$ cat config.mk
export PLATFORM = sky130hd
export DESIGN_NAME = qspi_nor_reader
export DESIGN_NICKNAME = d
export VERILOG_FILES = /design/src/rtl/qspi_pkg.sv /design/src/rtl/qspi_nor_reader_shifter.sv /design/src/rtl/qspi_nor_reader.sv
export SDC_FILE = /design/constraint.sdc
export NUM_CORES = 1
export LEC_CHECK = 0
export BUFFER_PORTS_ARGS = -buffer_cell sky130_fd_sc_hd__buf_2
export CORE_MARGIN = 5
export CORE_UTILIZATION = 45
export DETAILED_ROUTE_END_ITERATION = 10
export PLACE_DENSITY = 0.64
export SLEW_MARGIN = 15
export SYNTH_ARGS = -nofsm -noshare
export SYNTH_HDL_FRONTEND = slang
export SYNTH_HIERARCHICAL = 1
export SYNTH_SLANG_ARGS = --single-unit
export TNS_END_PERCENT = 10
$ cat constraint.sdc
create_clock -name clk -period 4.1 [get_ports clk]
set_input_delay 0.615 -clock clk [delete_from_list [all_inputs] [get_ports clk]]
set_output_delay 0.615 -clock clk [all_outputs]
set_load 0.005 [all_outputs]
$ cat src/rtl/qspi_pkg.sv
`default_nettype none
// +--------------------------------------------------------------------+
// | qspi_pkg : shared types and helpers for the QSPI NOR read engine   |
// | Rev 1.0                                                            |
// +--------------------------------------------------------------------+
package qspi_pkg;

  typedef enum logic [1:0] {
    MODE_SPI = 2'd0,
    MODE_DPI = 2'd1,
    MODE_QPI = 2'd2
  } mode_e;

  typedef enum logic [2:0] {
    ST_IDLE  = 3'd0,
    ST_CMD   = 3'd1,
    ST_ADDR  = 3'd2,
    ST_DUMMY = 3'd3,
    ST_DATA  = 3'd4,
    ST_DONE  = 3'd5
  } state_e;

  function automatic logic [2:0] lanes(input mode_e m);
    case (m)
      MODE_DPI: return 3'd2;
      MODE_QPI: return 3'd4;
      default:  return 3'd1;
    endcase
  endfunction

  // Lane count is 1/2/4, so dividing by it is a right shift by the mode code.
  function automatic logic [5:0] phase_beats(input state_e st, input mode_e m,
                                             input logic [5:0] dummy);
    logic [1:0] sh;
    sh = m;
    case (st)
      ST_CMD:   return 6'd8  >> sh;
      ST_ADDR:  return 6'd24 >> sh;
      ST_DUMMY: return dummy;
      ST_DATA:  return 6'd32 >> sh;
      default:  return 6'd0;
    endcase
  endfunction

endpackage
`default_nettype wire

$ cat src/rtl/qspi_nor_reader_shifter.sv
`default_nettype none
// +--------------------------------------------------------------------+
// | qspi_shifter : 32-bit parallel-load, 1/2/4-lane MSB-first shifter  |
// | Rev 1.0                                                            |
// +--------------------------------------------------------------------+
module qspi_shifter
  import qspi_pkg::*;
(
  input  logic        clk,
  input  logic        rst,
  input  logic        i_load,
  input  logic [31:0] i_load_data,
  input  logic        i_shift,
  input  mode_e       i_mode,
  input  logic [3:0]  i_din,
  output logic [3:0]  o_lanes,
  output logic [31:0] o_data
);

  logic [31:0] r_sr;

  always_ff @(posedge clk) begin
    if (rst) begin
      r_sr <= 32'h0;
    end else if (i_load) begin
      r_sr <= i_load_data;
    end else if (i_shift) begin
      case (i_mode)
        MODE_DPI: r_sr <= {r_sr[29:0], i_din[1:0]};
        MODE_QPI: r_sr <= {r_sr[27:0], i_din};
        default:  r_sr <= {r_sr[30:0], i_din[0]};
      endcase
    end
  end

  always_comb begin
    case (i_mode)
      MODE_DPI: o_lanes = {2'b00, r_sr[31:30]};
      MODE_QPI: o_lanes = r_sr[31:28];
      default:  o_lanes = {3'b000, r_sr[31]};
    endcase
  end

  assign o_data = r_sr;

endmodule
`default_nettype wire

$ cat src/rtl/qspi_nor_reader.sv
`default_nettype none
// +--------------------------------------------------------------------+
// | qspi_nor_reader : SPI/DPI/QPI NOR flash 32-bit word fetch engine   |
// | Rev 1.0                                                            |
// +--------------------------------------------------------------------+
module qspi_nor_reader
  import qspi_pkg::*;
#(
  parameter logic [7:0] OPC_SPI   = 8'h0B,
  parameter logic [7:0] OPC_DPI   = 8'hBB,
  parameter logic [7:0] OPC_QPI   = 8'hEB,
  parameter int         DUMMY_SPI = 8,
  parameter int         DUMMY_DPI = 4,
  parameter int         DUMMY_QPI = 6,
  parameter int         CSB_IDLE  = 4
) (
  input  logic        clk,
  input  logic        rst,
  input  logic [1:0]  i_mode,
  input  logic        i_req_valid,
  output logic        o_req_ready,
  input  logic [23:0] i_req_addr,
  output logic        o_rsp_valid,
  output logic [31:0] o_rsp_rdata,
  output logic        o_qspi_sck,
  output logic        o_qspi_csb,
  output logic [3:0]  o_sio_o,
  output logic [3:0]  o_sio_oe,
  input  logic [3:0]  i_sio_i
);

  localparam logic [7:0] c_IDLE_RST    = 8'(CSB_IDLE);
  // The DONE cycle already counts as the first csb-high cycle.
  localparam logic [7:0] c_IDLE_RELOAD = 8'(CSB_IDLE - 1);

  state_e      r_state, w_next;
  mode_e       r_mode, w_req_mode;
  logic [23:0] r_addr;
  logic [6:0]  r_half;
  logic [7:0]  r_idle_cnt;
  logic        r_rsp_valid;
  logic [31:0] r_rsp_rdata;

  logic [5:0]  w_dummy, w_beats;
  logic [7:0]  w_opc;
  logic        w_active, w_cmd_addr, w_last, w_ready, w_accept;
  logic        w_load, w_shift;
  logic [31:0] w_load_data, w_sr;
  logic [3:0]  w_din, w_lanes;

  always_comb begin
    case (i_mode)
      2'd1:    w_req_mode = MODE_DPI;
      2'd2:    w_req_mode = MODE_QPI;
      default: w_req_mode = MODE_SPI;
    endcase
    case (w_req_mode)
      MODE_DPI: w_opc = OPC_DPI;
      MODE_QPI: w_opc = OPC_QPI;
      default:  w_opc = OPC_SPI;
    endcase
    case (r_mode)
      MODE_DPI: w_dummy = 6'(DUMMY_DPI);
      MODE_QPI: w_dummy = 6'(DUMMY_QPI);
      default:  w_dummy = 6'(DUMMY_SPI);
    endcase
  end

  assign w_beats    = phase_beats(r_state, r_mode, w_dummy);
  assign w_active   = (r_state == ST_CMD) || (r_state == ST_ADDR) ||
                      (r_state == ST_DUMMY) || (r_state == ST_DATA);
  assign w_cmd_addr = (r_state == ST_CMD) || (r_state == ST_ADDR);
  // r_half counts sck half-periods in the phase; odd means sck is high.
  assign w_last     = (r_half == ({w_beats, 1'b0} - 7'd1));
  assign w_ready    = (r_state == ST_IDLE) && (r_idle_cnt == 8'd0);
  assign w_accept   = w_ready && i_req_valid;

  always_ff @(posedge clk) begin
    if (rst) r_state <= ST_IDLE;
    else     r_state <= w_next;
  end

  always_comb begin
    w_next = r_state;
    case (r_state)
      ST_IDLE:  if (w_accept) w_next = ST_CMD;
      ST_CMD:   if (w_last)   w_next = ST_ADDR;
      ST_ADDR:  if (w_last)   w_next = ST_DUMMY;
      ST_DUMMY: if (w_last)   w_next = ST_DATA;
      ST_DATA:  if (w_last)   w_next = ST_DONE;
      ST_DONE:                w_next = ST_IDLE;
      default:                w_next = ST_IDLE;
    endcase
  end

  always_comb begin
    o_req_ready = w_ready;
    o_qspi_csb  = 1'b1;
    o_qspi_sck  = 1'b0;
    o_sio_oe    = 4'b0000;
    o_sio_o     = 4'b0000;
    if (w_active) begin
      o_qspi_csb = 1'b0;
      o_qspi_sck = r_half[0];
      case (r_mode)
        MODE_DPI: if (w_cmd_addr) begin
          o_sio_oe = 4'b0011;
          o_sio_o  = {2'b00, w_lanes[1:0]};
        end
        MODE_QPI: if (w_cmd_addr) begin
          o_sio_oe = 4'b1111;
          o_sio_o  = w_lanes;
        end
        default: begin
          // WP#/HOLD# held high; MOSI idles low outside CMD/ADDR.
          o_sio_oe = 4'b1101;
          o_sio_o  = {3'b110, w_cmd_addr & w_lanes[0]};
        end
      endcase
    end
  end

  always_ff @(posedge clk) begin
    if (rst) begin
      r_half <= 7'd0;
      r_mode <= MODE_SPI;
      r_addr <= 24'h0;
    end else begin
      if (w_accept) begin
        r_mode <= w_req_mode;
        r_addr <= i_req_addr;
      end
      if (w_accept || (w_active && w_last)) r_half <= 7'd0;
      else if (w_active)                    r_half <= r_half + 7'd1;
    end
  end

  always_ff @(posedge clk) begin
    if (rst)
      r_idle_cnt <= c_IDLE_RST;
    else if ((r_state == ST_DATA) && w_last)
      r_idle_cnt <= c_IDLE_RELOAD;
    else if (((r_state == ST_IDLE) || (r_state == ST_DONE)) && (r_idle_cnt != 8'd0))
      r_idle_cnt <= r_idle_cnt - 8'd1;
  end

  // Output on sck falling edges, capture on rising edges.
  assign w_load      = w_accept || ((r_state == ST_CMD) && w_last);
  assign w_load_data = (r_state == ST_IDLE) ? {w_opc, 24'h0} : {r_addr, 8'h0};
  assign w_shift     = (w_cmd_addr && r_half[0] && !w_last) ||
                       ((r_state == ST_DATA) && !r_half[0]);

  always_comb begin
    w_din = 4'b0000;
    if (r_state == ST_DATA) begin
      case (r_mode)
        MODE_DPI: w_din = {2'b00, i_sio_i[1:0]};
        MODE_QPI: w_din = i_sio_i;
        default:  w_din = {3'b000, i_sio_i[1]};
      endcase
    end
  end

  qspi_shifter u_shifter (
    .clk         (clk),
    .rst         (rst),
    .i_load      (w_load),
    .i_load_data (w_load_data),
    .i_shift     (w_shift),
    .i_mode      (r_mode),
    .i_din       (w_din),
    .o_lanes     (w_lanes),
    .o_data      (w_sr)
  );

  always_ff @(posedge clk) begin
    if (rst) begin
      r_rsp_valid <= 1'b0;
      r_rsp_rdata <= 32'h0;
    end else begin
      r_rsp_valid <= (r_state == ST_DONE);
      // First byte off the wire belongs to the lowest address.
      if (r_state == ST_DONE)
        r_rsp_rdata <= {w_sr[7:0], w_sr[15:8], w_sr[23:16], w_sr[31:24]};
    end
  end

  assign o_rsp_valid = r_rsp_valid;
  assign o_rsp_rdata = r_rsp_rdata;

endmodule
`default_nettype wire

==> results of run 1 <==
through the flow:
step	utilization (%)	cells	hold slack, ns
after detailed placement	49.5	943	0.445
after floorplan	-	732	0.432
final	52.3	959	0.451
after global placement	49.5	943	0.441
after CTS	52.2	959	0.455
after global routing	52.3	959	0.471
kinds of logic after synthesis:
group,synth area share [%]
adder cells (fa/ha/maj),1.99
other,0.0662
multiplexers,0.773
XOR/XNOR,2.94
flip-flops,38.5
buffers and inverters,6.03
AO/OA/AOI/OAI,20.6
AND/OR/NAND/NOR,29.1
path summary, 6_finish.rpt:
kind                           to  cells after the start  slack [ns]       startpoint
min               o_rsp_rdata[16]                      2        0.45  o_rsp_rdata[16]
min reg2reg       o_rsp_rdata[16]                      2        0.45  o_rsp_rdata[16]
max          u_shifter/o_data[12]                     12        0.42       r_state[1]
max reg2reg  u_shifter/o_data[12]                     12        0.42       r_state[1]
where the power goes:
part	internal (mW)	leakage (nW)	switching, mW
Combinational	0.292	1.57	0.370
Clock	0.613	0.167	0.382
Sequential	1.18	0.881	0.146
Total	2.09	2.62	0.898
cell type report:
cell class                      instances  share of cell area (%)
Timing Repair Buffer                   98                    8.41
Clock inverter                          4                    1.46
Sequential cell                       109                    33.5
Inverter                               14                   0.807
Clock buffer                           12                    3.78
Multi-Input combinational cell        550                    48.7
Tap cell                              172                    3.30
layer usage:
metal  vias to the layer above  global-route usage, %
met4                         0                   6.30
met2                       190                   31.1
met3                        26                   5.48
li1                       2649                      -
met1                      2453                   28.0
met5                         -                      0
flip-flops by register name (all words and copies together), names as in the netlist:
name              count
r_mode                2
o_rsp_valid           1
r_idle_cnt            8
o_rsp_rdata          32
u_shifter/o_data     32
r_half                7
r_state               3
r_addr               24
placed cells by master (no fill, tap or decap), types with 3 or more instances in the layout:
cell type,synthesis,layout
a21oi_1,72,72
or4b_1,3,3
nand2_1,136,136
o21ai_1,3,4
clkbuf_16,0,9
buf_2,12,75
o21ai_0,39,38
nand2b_1,6,6
conb_1,1,8
and3_1,5,5
nor4_1,32,32
or2_2,4,4
a221oi_2,12,12
and3b_1,3,3
or3_1,28,28
nor2_1,61,60
or3_2,3,3
bufinv_16,0,3
xor2_1,6,6
nor2b_1,19,19
ha_1,9,9
a221oi_1,18,18
nand3_1,8,8
buf_4,5,23
dfxtp_1,109,109
mux2_2,3,3
o211ai_1,4,4
xnor2_1,13,13
nand3b_1,3,3
and2_1,6,6
inv_1,14,14
nor3b_1,3,3
nor3_1,7,7
worst max-delay path, stage by stage, from the launching register on:
cell      delay, ns
dfxtp_1        0.69
nor3b_1        0.12
a21oi_1        0.20
o21ai_0        0.10
nand2b_1       0.08
ha_1           0.21
nand2_1        0.06
or4b_1         0.49
a311o_1        0.38
o31ai_2        0.31
or3b_4         0.49
a221oi_1       0.10
nor4_1         0.31
==> reports/results.tsv, run 1 <==
metric	value	unit
status	finished, final reports clean	
finalCritPeriodShare	89.7	%
tns	0	ns
routed-wl-met2	6720	µm
vias	5318	
diodes	0	
rows	41	
drc	0	
cts_sinks	109	
synthTopCellsByCount	nand2_1, dfxtp_1, a21oi_1	
cts_resized	0	
dp_hpwl	9980	µm
crit_path_end_kind	flop	
area_growth	15.0	%
powerDensity	459	mW/mm²
multiInputGateArea	0.00317	mm²
grt-ovfl-total	0	
route.met3.wl	973	µm
cap_violations	0	
yosysTopAreaCell	dfxtp_1	
max_freq	0.272	GHz
grt_first_pass_wirelength	24600	µm
cts_root_buffer	clkbuf_16	
skew	0.00997	ns
crit_fanout	30	
cts_buffers	9	
layout_setup_ws	0.421	ns
die_x	122	µm
initialDrtViolationCount	413	
final_area	0.00651	mm²
via_per_inst	5.55	
nets	824	
grt_usage	20.3	%
dieArea	0.0149	mm²
wirelength	14800	µm
core-area	0.0125	mm²
cp_data_arrival_time	3.92	ns
total_power	2.99	mW
hold_buffers	0	
cellLeakagePower	2.62	nW
synth_area_leaders	dfxtp_1, nand2_1, a21oi_1	
die_h	122	µm
synth_most_common_cell	nand2_1	
clk_pin_slew	0.07	ns
grt_max_degree	65	
drtPass1Iterations	5	
syn_area_per_cell	7.81	µm²
synth_top_area_share	38.5	%
grt_pass1_vias	4977	
maxSlewHeadroom	45.6	%
worstMarginPinSlew	0.816	ns
dpl_cell_area	0.00617	mm²
syn_area	0.00566	mm²
setup_violations	0	
rsz0062_at_grt	no	
startpoint_type	flop	
cts_buffer_depth	2	
peakVddDrop	353	µV
ys_ff_latch	109	
drive_gt1_share	18.3	%
netlist-cell-type-count	64	
fin_crit	3.68	ns
io_pins	77	
clock_latency	0.35	ns
synth_seq_area_share	38.5	%
required	4.34	ns
hold_violations	0	
synthFlopType	dfxtp_1	
globalplace.congestion	0.884	
drt.antenna.violating_nets	0	
hp-class	reg -> reg	
cts-htree-levels	3	
ys_warn_count	6	
cts_tree	yes	
synth-edff-count	0	
regArea	0.00218	mm²
n_fill_cell	1224	
drt-met1-wl	6840	µm
critical_path_class	reg -> reg	
initial_core_util	45.4	%
highest_layer	met4	
slew_violations	0	
antenna_found_initial	0	
port-buffer-count	76	
pre_cts_slack	0.495	ns
synthCells	725	
wl_per_cell	15.5	µm
async_flop_share	0	%
cts_setup_buffers	0	
Power figures use the tool's default switching activity.
==> inputs of run 2 (changes only) <==
--- a/config.mk
+++ b/config.mk
@@ -6,6 +6,7 @@
 export NUM_CORES = 1
 export LEC_CHECK = 0
 export BUFFER_PORTS_ARGS = -buffer_cell sky130_fd_sc_hd__buf_2
+export CORE_ASPECT_RATIO = 0.8
 export CORE_MARGIN = 5
 export CORE_UTILIZATION = 45
 export DETAILED_ROUTE_END_ITERATION = 10
==> reports/results.tsv, run 2 (synthesis results as in run 1) <==
metric	value	unit
status	finished, final reports clean	
globalplace.congestion	0.913	
die_x	135	µm
initialDrtViolationCount	499	
layout_common_cells	nand2_1, dfxtp_1, buf_2	
hp-class	reg -> reg	
drive_gt1_share	18.6	%
grt_usage	20.5	%
slew_violations	0	
required	4.34	ns
cp.depth	12	
critPathBufInv	1	
worstMarginPinSlew	0.910	ns
cap_violations	0	
reg2regPathDepth	12	
clk_pin_slew	0.07	ns
clock_latency	0.34	ns
rows	36	
cts_setup_buffers	0	
crit_fanout	30	
tns	0	ns
grt_max_degree	50	
core-area	0.0123	mm²
peakVddDrop	253	µV
wirelength	15400	µm
io_pins	77	
dpl_cell_area	0.00615	mm²
skew	0.00706	ns
vias	5313	
max_freq	0.266	GHz
diodes	0	
startpoint_type	flop	
dieArea	0.0149	mm²
port-buffer-count	76	
dp_hpwl	10600	µm
drt-met1-wl	8080	µm
wl_per_cell	16.1	µm
cts-htree-levels	3	
route.met3.wl	1010	µm
finalCritPeriodShare	91.6	%
final_area	0.00646	mm²
n_fill_cell	1195	
cpMaxStageDelayCell	or4b_1	
cts_tree	yes	
powerDensity	441	mW/mm²
hold_buffers	0	
critical_path_class	reg -> reg	
cts_sinks	109	
cts_root_buffer	clkbuf_16	
path_delay_family	simple AND/OR/NAND/NOR gates	
cts_buffer_depth	2	
initial_core_util	46.2	%
crit_path_end_kind	flop	
grt_pass1_vias	4769	
rsz0062_at_grt	no	
drt.antenna.violating_nets	0	
maxSlewHeadroom	39.4	%
drc	0	
final_common_cell	nand2_1	
routed-wl-met2	6130	µm
min_path_cells	2	
crit_path_max_incr_delay	0.52	ns
worstPathCellList	inv_1, ha_1, nand3_1, a2bb2oi_2, o31ai_1, or4b_1, o311a_1, a311o_1, o31ai_4, or3b_4, a221oi_1, nor4_1	
cellLeakagePower	2.58	nW
antenna_found_initial	0	
cts_buffers	9	
hold_violations	0	
grt-ovfl-total	0	
via_per_inst	5.56	
grt_first_pass_wirelength	24700	µm
highest_layer	met4	
die_h	110	µm
cts_resized	0	
area_growth	14.0	%
fin_crit	3.76	ns
nets	823	
cp_data_arrival_time	4.00	ns
setup_violations	0	
drtPass1Iterations	5	
[run 2: changes by cell type in the layout (fill, tap and decap cells not counted)]
| cell | previous run | this run |
|---|---|---|
| dfxtp_1 | 109 | 106 |
| clkbuf_8 | 1 | 0 |
| clkinvlp_4 | 0 | 4 |
| o31ai_2 | 1 | 0 |
| buf_4 | 23 | 20 |
| dfxtp_2 | 0 | 3 |
| o31ai_4 | 0 | 1 |
| buf_2 | 75 | 76 |
| inv_1 | 14 | 13 |
| bufinv_16 | 3 | 1 |
[run 2: metrics by stage]
| stage | worst slack [ns] | instances | hold WS [ns] | total power [mW] | util (%) |
|---|---|---|---|---|---|
| finish | 0.344 | 956 | 0.453 | 2.85 | 52.7 |
| CTS | 0.306 | 955 | 0.454 | 2.85 | 52.5 |
| floorplan | 0.236 | 732 | 0.432 | 1.81 | - |
| detailed placement | 0.327 | 940 | 0.444 | 2.00 | 50.2 |
| global placement | 0.448 | 940 | 0.441 | 1.97 | 50.2 |
| global route | 0.0639 | 956 | 0.471 | 3.00 | 52.7 |
[run 2: per-layer routing]
metal,vias to the layer above,global-route usage (%)
li1,2653,-
met5,-,0
met3,18,3.40
met1,2465,32.6
met4,0,4.68
met2,177,28.5
[run 2: final cells by class]
class	count	area (µm²)	area share, %
timing repair inverter	1	7.51	0.116
multi-input combinational	550	3180	49.3
clock inverter	4	50.0	0.775
sequential	109	2190	33.8
inverter	14	56.3	0.872
clock buffer	11	233	3.60
timing repair buffer	96	531	8.21
tap	171	214	3.31
[run 2: final timing paths]
check             startpoint                  end  slack (ns)
setup / recovery   r_mode[0]  u_shifter/o_data[7]        0.34
hold reg to reg    r_addr[0]            r_addr[0]        0.45
hold / removal     r_addr[0]            r_addr[0]        0.45
setup reg to reg   r_mode[0]  u_shifter/o_data[7]        0.34
[run 2: power breakdown]
part	leakage, nW	switching, mW	internal, mW
registers	0.883	0.155	1.18
clock network	0.132	0.380	0.470
logic	1.56	0.369	0.289
[run 2: worst min-delay path: cells and delay by family (launching register included)]
family / cells / cell delay (ns)
AO/OA/AOI/OAI: 1 / 0.05
AND/OR/NAND/NOR: 1 / 0.05
flip-flops: 1 / 0.31
==> inputs of run 3 (changes only) <==
--- a/config.mk
+++ b/config.mk
@@ -10,7 +10,7 @@
 export CORE_MARGIN = 5
 export CORE_UTILIZATION = 45
 export DETAILED_ROUTE_END_ITERATION = 10
-export PLACE_DENSITY = 0.64
+export PLACE_DENSITY = 0.62
 export SLEW_MARGIN = 15
 export SYNTH_ARGS = -nofsm -noshare
 export SYNTH_HDL_FRONTEND = slang
==> constraint.sdc (replaced) <==
create_clock -name clk -period 4.2 [get_ports clk]
set_input_delay 0.63 -clock clk [delete_from_list [all_inputs] [get_ports clk]]
set_output_delay 0.63 -clock clk [all_outputs]
set_load 0.005 [all_outputs]
==> reports/results.tsv, run 3 (synthesis results as in run 1) <==
metric	value	unit
initialDrtViolationCount	534	
layout_setup_ws	0.388	ns
cap_violations	0	
initial_core_util	46.2	%
regArea	0.00218	mm²
max_freq	0.262	GHz
cpMaxStageDelayCell	dfxtp_1	
worstReg2RegStart	r_state[2]	
hold_buffers	0	
nets	826	
cts_buffers	9	
drive_gt1_share	18.6	%
reg2regPathDepth	12	
skew	0.00593	ns
critical_path_class	reg -> reg	
drc	0	
cts_setup_buffers	0	
cts_resized	0	
slew_violations	0	
grt_max_degree	40	
cp_data_arrival_time	4.04	ns
worstPathCellList	nand2b_1, o21ai_1, a21oi_1, or4b_1, o311a_1, a311o_1, o31ai_2, buf_4, inv_1, buf_12, o21ai_0, nor4_1	
n_fill_cell	1228	
peakVddDrop	219	µV
clock_latency	0.35	ns
grt_usage	20.8	%
rr_endpoint	u_shifter/o_data[13]	
startpoint_type	flop	
hp-class	reg -> reg	
wl_per_cell	15.9	µm
cts_buffer_depth	2	
vias	5379	
hold_violations	0	
crit_fanout	17	
status	finished, final reports clean	
clk_pin_slew	0.08	ns
regToRegSetupSlack	0.39	ns
cts-htree-levels	3	
maxSlewHeadroom	45.8	%
required	4.43	ns
globalplace.congestion	0.872	
cts_tree	yes	
worstMarginPinSlew	0.807	ns
fin_crit	3.81	ns
drt.antenna.violating_nets	0	
dp_hpwl	10700	µm
finalCritPeriodShare	90.8	%
dieArea	0.0149	mm²
holdPathEnd	o_rsp_rdata[13]	
via_per_inst	5.60	
rows	36	
drtPass1Iterations	5	
die_h	110	µm
min_path_cells	2	
setup_violations	0	
cts_root_buffer	clkbuf_16	
wirelength	15300	µm
total_power	2.76	mW
diodes	0	
core-area	0.0123	mm²
layout_common_cells	nand2_1, dfxtp_1, buf_2	
grt-ovfl-total	0	
area_growth	14.3	%
grt_first_pass_wirelength	24900	µm
holdWs	0.451	ns
crit_path_end_kind	flop	
powerDensity	427	mW/mm²
die_x	135	µm
grt_pass1_vias	4776	
port-buffer-count	76	
pre_cts_slack	0.488	ns
crit_path_max_incr_delay	0.67	ns
min-delay-start	o_rsp_rdata[13]	
cellLeakagePower	2.60	nW
cts_sinks	109	
final_common_cell	nand2_1	
io_pins	77	
antenna_found_initial	0	
rsz0062_at_grt	no	
multiInputGateArea	0.00317	mm²
tns	0	ns
[run 3: cell count changes in the layout (fill, tap and decap cells not counted), sizes merged]
| cell | previous run | this run |
|---|---|---|
| inv | 13 | 15 |
| bufinv | 1 | 0 |
| clkinvlp | 4 | 2 |
| clkbuf | 11 | 10 |
| clkinv | 1 | 3 |
| buf | 96 | 100 |
[run 3: critical path: cells and delay by family (launching register included)]
kind / cells / cell delay [ns]
AOI/OAI and AO/OA: 6 / 1.44
buffers and inverters: 3 / 0.70
and+or+nand+nor: 3 / 0.87
DFF: 1 / 0.67
[run 3: layout make-up]
type	instances	share of cell area, %
repair buffers	100	8.85
flip-flops and latches	109	33.7
clock inverters	6	0.754
clock buffers	10	3.54
multi-input cells	550	49.0
well taps	171	3.30
inverters	14	0.812
[run 3: stage by stage]
step / cell area, µm² / cells / utilization, %
after floorplan: 5690 / 732 / -
after global placement: 6200 / 944 / 50.6
after detailed placement: 6200 / 944 / 50.6
after CTS: 6470 / 960 / 52.8
after global routing: 6470 / 960 / 52.8
final: 6470 / 960 / 52.8
[run 3: how the worst max path moves through the flow]
stage	startpoint	endpoint	cells after the start
6_report	r_state[2]	u_shifter/o_data[13]	12
5_1_grt	r_state[2]	u_shifter/o_data[12]	12
4_1_cts	r_mode[0]	u_shifter/o_data[13]	14
3_5_place_dp	r_mode[0]	u_shifter/o_data[13]	14
3_3_place_gp	r_mode[0]	u_shifter/o_data[13]	14
2_1_floorplan	r_mode[0]	u_shifter/o_data[18]	16
[run 3: power by group]
group	switching (mW)	internal, mW
registers	0.152	1.16
logic	0.361	0.289
clock network	0.400	0.408
total	0.913	1.85
[run 3: metal layers]
metal / share of wire, % / global-route usage (%) / vias to the layer above / wire length, µm
met5: 0 / 0 / - / 0
met4: 1.2 / 4.60 / 0 / 185
met3: 7.0 / 3.86 / 18 / 1080
met2: 39 / 28.4 / 213 / 5950
met1: 53 / 33.3 / 2490 / 8070
li1: - / - / 2658 / -
